--- config.mk ---
export PLATFORM = sky130hd
export DESIGN_NAME = prog_counter
export DESIGN_NICKNAME = d
export VERILOG_FILES = /design/src/rtl/prog_counter.sv
export SDC_FILE = /design/constraint.sdc
export NUM_CORES = 1
export LEC_CHECK = 0
export CAP_MARGIN = 20
export CORE_MARGIN = 8
export CORE_UTILIZATION = 50
export CTS_CLUSTER_SIZE = 28
export DETAILED_ROUTE_END_ITERATION = 10
export GPL_TIMING_DRIVEN = 0
export PLACE_DENSITY = 0.84
export RECOVER_POWER = 50
export REMOVE_ABC_BUFFERS = 1
export SYNTH_ARGS = -nofsm -noshare
export SYNTH_HDL_FRONTEND = slang
export SYNTH_SLANG_ARGS = --single-unit
--- constraint.sdc ---
create_clock -name clk -period 7.7 [get_ports clk]
set_clock_uncertainty 0.05 [all_clocks]
set_input_delay 1.155 -clock clk [delete_from_list [all_inputs] [get_ports clk]]
set_output_delay 1.155 -clock clk [all_outputs]
set_load 0.01 [all_outputs]
--- src/rtl/prog_counter.sv ---
// Fetch-stage PC with absolute/relative redirect, call/return stack,
// IDLE/RUN/DONE control and a saturating RUN-cycle counter.
// Ports:
//   clk, reset_n (async, active-low)
//   start, stall, halt_in, jump_en, branch_taken, jump_rel,
//   call_en, ret_en, target[D]
//   prog_ctr[D], done, stack_ovf, stack_unf, cycle_ct[16]
module prog_counter #(
  parameter int D           = 10,
  parameter int STACK_DEPTH = 4
) (
  input  logic         clk,
  input  logic         reset_n,
  input  logic         start,
  input  logic         stall,
  input  logic         halt_in,
  input  logic         jump_en,
  input  logic         branch_taken,
  input  logic         jump_rel,
  input  logic         call_en,
  input  logic         ret_en,
  input  logic [D-1:0] target,
  output logic [D-1:0] prog_ctr,
  output logic         done,
  output logic         stack_ovf,
  output logic         stack_unf,
  output logic [15:0]  cycle_ct
);

  localparam int AW = $clog2(STACK_DEPTH);
  localparam logic [AW:0]   FULL  = (AW+1)'(STACK_DEPTH);
  localparam logic [AW:0]   ONE_S = (AW+1)'(1);
  localparam logic [AW-1:0] ONE_A = AW'(1);
  localparam logic [D-1:0]  ONE_D = D'(1);

  typedef enum logic [1:0] {
    IDLE,
    RUN,
    DONE
  } state_t;

  state_t state;
  state_t state_nxt;

  logic [D-1:0] stack [STACK_DEPTH];
  logic [AW:0]   sp;
  logic [AW-1:0] top;
  logic          empty;
  logic          full;
  logic          active;
  logic [D-1:0]  pc_inc;
  logic [D-1:0]  pc_nxt;
  logic          push;
  logic          pop;
  logic          set_ovf;
  logic          set_unf;

  // start wins over everything, so it masks the RUN datapath.
  assign active = (state == RUN) && !stall && !start;
  assign empty  = (sp == '0);
  assign full   = (sp == FULL);
  assign top    = sp[AW-1:0] - ONE_A;
  assign pc_inc = prog_ctr + ONE_D;

  always_ff @(posedge clk or negedge reset_n) begin
    if (!reset_n) state <= IDLE;
    else          state <= state_nxt;
  end

  always_comb begin
    state_nxt = state;
    if (start)
      state_nxt = RUN;
    else if (active && halt_in)
      state_nxt = DONE;
  end

  always_comb begin
    done = (state == DONE);
  end

  always_comb begin
    pc_nxt  = prog_ctr;
    push    = 1'b0;
    pop     = 1'b0;
    set_ovf = 1'b0;
    set_unf = 1'b0;
    if (active) begin
      if (halt_in) begin
        pc_nxt = prog_ctr;
      end else if (ret_en && !empty) begin
        pc_nxt = stack[top];
        pop    = 1'b1;
      end else if (ret_en) begin
        set_unf = 1'b1;
        pc_nxt  = pc_inc;
      end else if (call_en) begin
        push    = !full;
        set_ovf = full;
        pc_nxt  = target;
      end else if (jump_en && branch_taken) begin
        pc_nxt = jump_rel ? prog_ctr + target
                          : target;
      end else begin
        pc_nxt = pc_inc;
      end
    end
  end

  always_ff @(posedge clk or negedge reset_n) begin
    if (!reset_n) begin
      prog_ctr  <= '0;
      sp        <= '0;
      stack_ovf <= 1'b0;
      stack_unf <= 1'b0;
      cycle_ct  <= '0;
    end else if (start) begin
      prog_ctr  <= '0;
      sp        <= '0;
      stack_ovf <= 1'b0;
      stack_unf <= 1'b0;
      cycle_ct  <= '0;
    end else begin
      prog_ctr <= pc_nxt;
      if (push)     sp <= sp + ONE_S;
      else if (pop) sp <= sp - ONE_S;
      if (set_ovf) stack_ovf <= 1'b1;
      if (set_unf) stack_unf <= 1'b1;
      if (state == RUN && cycle_ct != 16'hFFFF)
        cycle_ct <= cycle_ct + 16'd1;
    end
  end

  // Return-address storage needs no reset: it is only read when sp > 0.
  always_ff @(posedge clk) begin
    if (push) stack[sp[AW-1:0]] <= pc_inc;
  end

endmodule

==> parameters.txt <==
Parameter                              Value

Route
  Violation count after the first detailed-routing iteration    roughly 280
  Detailed-route via count    roughly 3,200
  Number of vias per cell after detailed routing    roughly 6.0
  Drt drc    0
  Total wire length after detailed routing    9.88 mm
  Final routed wire length divided by cell count    roughly 18 µm
  Remaining number of nets flagged by the antenna check after routing    0
  Iteration count of the initial detailed-routing pass    5

Floorplanning
  Floorplan row count    33
  Total core area    0.00813 mm²
  Initial core utilization    between 50% and 60%
  Die X-Extent    ~110 µm
  Die area    about 0.011 mm²
  Vertical die dimension    107 µm
  I/O pin count    49

Synth
  Count of flip-flops with a built-in enable after synthesis    40
  Cells taking the most area after synthesis    sky130_fd_sc_hd__edfxtp_1 29%, sky130_fd_sc_hd__dfrtp_1 20%, sky130_fd_sc_hd__mux4_2 5.4%
  Most area-hungry cell type in the Yosys netlist    sky130_fd_sc_hd__edfxtp_1
  Synthesis-stage register bit count    73
  Share of synthesized registers carrying an async set or reset    a little under half
  Warnings, synthesis    0
  Register area share after synthesis    around half
  Number of distinct library cells after synthesis    57
  Cells after Synth    387
  Top FF cell, synth    sky130_fd_sc_hd__edfxtp_1
  Post-synth top area share    29.0%
  Mapped cell area    between 0.004 and 0.005 mm²
  Synth Area per Inst    around 11 µm²

Outcome
  Status    finished with violations
  Violations in the final reports    capacitance limit, slew limit

Finish
  Final core occ    around three fifths
  Share of layout cells above drive strength 1    a little over 8%
  N_diodes    0
  Commonest cells after routing, fill and taps aside    46 x sky130_fd_sc_hd__clkdlybuf4s50_1, 40 x sky130_fd_sc_hd__edfxtp_1, 37 x sky130_fd_sc_hd__nor2_1
  Count of nets after finishing    466
  Most common library cell in the layout ignoring fill and taps    sky130_fd_sc_hd__clkdlybuf4s50_1
  Non-Filler Cell Area, Final    approximately 0.0049 mm²
  P&R area growth vs syn    17.5%

CTS
  TritonCTS clock tree    yes
  Number of buffers created by CTS    9
  Number of gates given a new drive strength after cts    0
  Count of hold buffers inserted by post-cts repair    0
  CTS Sinks    73
  Later-pin clock latency in the skew report    approximately 340 ps
  Clock Tree Root    sky130_fd_sc_hd__clkbuf_8
  Number of setup buffers added after CTS    0
  Clock transition time at the flip-flop clock pins of the worst setup and hold paths    about 80 ps
  Maximum buffer depth of the clock tree    2
  Level count of the clock H-tree    3

Critical path
  Max FO, Critical Path    27
  Required time at the endpoint of the critical path    7900 ps
  Crit start category    primary input
  Crit. End Element    register
  CP Class    primary input to register
  Arr. time, crit path    about 3800 ps

Timing
  Final Hold Vio Count    0
  Final critical path time including I/O delays and setup    approximately 3600 ps
  Post-layout worst setup margin    between 4000 and 5000 ps
  Number of pins exceeding their max-slew limit in the final report    34
  Final setup TNS    0 ps
  Max-Slew Margin vs Limit    -27.3%
  Slew of the pin with the lowest slew margin    between 1500 and 2000 ps
  Max Freq    approximately 280 MHz
  Share of the cycle needed by the critical path after routing    between 40% and 50%
  Number of endpoints failing setup at the final stage    0
  Setup repair after global routing missed its margin    false

Run
  Max-Cap Viols    1

Power and ir drop
  Leakage component of the power    about 1.9 nW
  Cell area power density    174 mW/mm²
  Maximum vdd drop    0.000137 V

Placement
  Final Wtd Congestion    0.871
  IO Port Bufs    48
  Pre-CTS WS    around 3700 ps
  Final HPWL DP    about 7.1 mm
  Area of placed instances    roughly 0.0047 mm²

GRT
  Congestion Overflow GR    0
  Vias in the first global route    between 3,000 and 4,000
  Maximum number of pins on one net before global-route repair    34
  Number of antenna violations at the first check in global routing    0
  Wire length of the first global-routing pass    16.2 mm
  Aggregate global-route resource usage    between 15 and 20%

Hold path
  Worst min-delay path category    register to register
-- synth_stat cells (2+ instances only) --
library cell               count
sky130_fd_sc_hd__a211o_1       3
sky130_fd_sc_hd__a211oi_1      4
sky130_fd_sc_hd__a21o_1        5
sky130_fd_sc_hd__a21oi_1      25
sky130_fd_sc_hd__a22oi_1       2
sky130_fd_sc_hd__a31oi_1       4
sky130_fd_sc_hd__and2_1        8
sky130_fd_sc_hd__and3_1        5
sky130_fd_sc_hd__and4_1        3
sky130_fd_sc_hd__buf_1         2
sky130_fd_sc_hd__buf_2         4
sky130_fd_sc_hd__clkbuf_1     10
sky130_fd_sc_hd__dfrtp_1      33
sky130_fd_sc_hd__edfxtp_1     40
sky130_fd_sc_hd__fa_1          2
sky130_fd_sc_hd__ha_1         15
sky130_fd_sc_hd__inv_1        14
sky130_fd_sc_hd__mux2_2        3
sky130_fd_sc_hd__mux2i_1       2
sky130_fd_sc_hd__mux4_2       10
sky130_fd_sc_hd__nand2_1      31
sky130_fd_sc_hd__nand2b_1      3
sky130_fd_sc_hd__nand3_1      16
sky130_fd_sc_hd__nand3b_1      2
sky130_fd_sc_hd__nand4_1       7
sky130_fd_sc_hd__nor2_1       37
sky130_fd_sc_hd__nor2b_1       3
sky130_fd_sc_hd__nor3_1        9
sky130_fd_sc_hd__o211ai_1      3
sky130_fd_sc_hd__o21a_1        3
sky130_fd_sc_hd__o21ai_0      17
sky130_fd_sc_hd__o221ai_1      4
sky130_fd_sc_hd__o22ai_1       4
sky130_fd_sc_hd__or2_2         3
sky130_fd_sc_hd__or3_1         5
sky130_fd_sc_hd__xnor2_1      12
sky130_fd_sc_hd__xor2_1       14
-- through the flow --
stage          hold WS, ps  total power, W  instances
3_3_place_gp           459        0.000564        523
2_1_floorplan          464        0.000513        370
5_1_grt                511        0.000884        539
4_1_cts                491        0.000850        539
6_report               494        0.000848        539
3_5_place_dp           467        0.000568        523
-- critical path, stage by stage --
cell,delay (ps)
sky130_fd_sc_hd__dlygate4sd3_1,1210
sky130_fd_sc_hd__nor2_4,150
sky130_fd_sc_hd__and4_1,310
sky130_fd_sc_hd__fa_1,390
sky130_fd_sc_hd__xnor2_1,140
sky130_fd_sc_hd__or3_1,320
sky130_fd_sc_hd__a21oi_1,150
-- layer usage --
layer | part of all wire (%) | vias up | global-route usage [%] | wire [µm]
li1 | - | 1514 | - | -
met1 | 45 | 1586 | 22.9 | 4460
met2 | 47 | 125 | 28.5 | 4680
met3 | 6.5 | 11 | 4.62 | 640
met4 | 0.96 | 0 | 5.23 | 95
met5 | 0 | - | 0 | 0
-- cell type report --
cell class                 count  area, µm²
clock inverter                 4       26.3
clock buffer                  12        166
fill                         634       3270
tap                          105        131
sequential                    73       2030
inverter                      14       52.6
timing repair buffer          48        474
multi-input combinational    283       1990
-- where the power goes --
part           total (W)  switching, W  internal (W)  leakage (nW)
combinational   0.000127     0.0000701     0.0000573         0.959
clock           0.000287      0.000142      0.000145        0.0975
sequential      0.000434     0.0000131      0.000421         0.824
total           0.000848      0.000225      0.000623          1.88
-- cells by family (layout without fill, tap and decap cells) --
logic type	after synthesis	count (layout)	synth area share, %
mux	15	15	6.74
buf+inv	31	78	3.02
compound gates	87	87	13.7
fa+ha+maj	17	17	5.50
flops	73	73	48.9
simple gates	138	138	16.6
xor+xnor	26	26	5.50
-- path summary, 6_finish.rpt --
kind | slack (ps) | startpoint | endpoint | depth (start not counted)
setup / recovery | 4070 | start | sp[2] | 7
hold / removal | 490 | stack_unf | stack_unf | 2
setup reg to reg | 4700 | sp[0] | prog_ctr[7] | 6
hold reg to reg | 490 | stack_unf | stack_unf | 2
max in group asynchronous | 5220 | reset_n | prog_ctr[0] | 1
min in group asynchronous | 1280 | reset_n | cycle_ct[12] | 1
-- sequential cells by signal, indices dropped and copies added (netlist names) --
signal / cells
stack: 40
cycle_ct: 16
prog_ctr: 10
sp: 3
state: 2
stack_ovf: 1
stack_unf: 1
No activity file was read; power rests on OpenSTA's default activity.
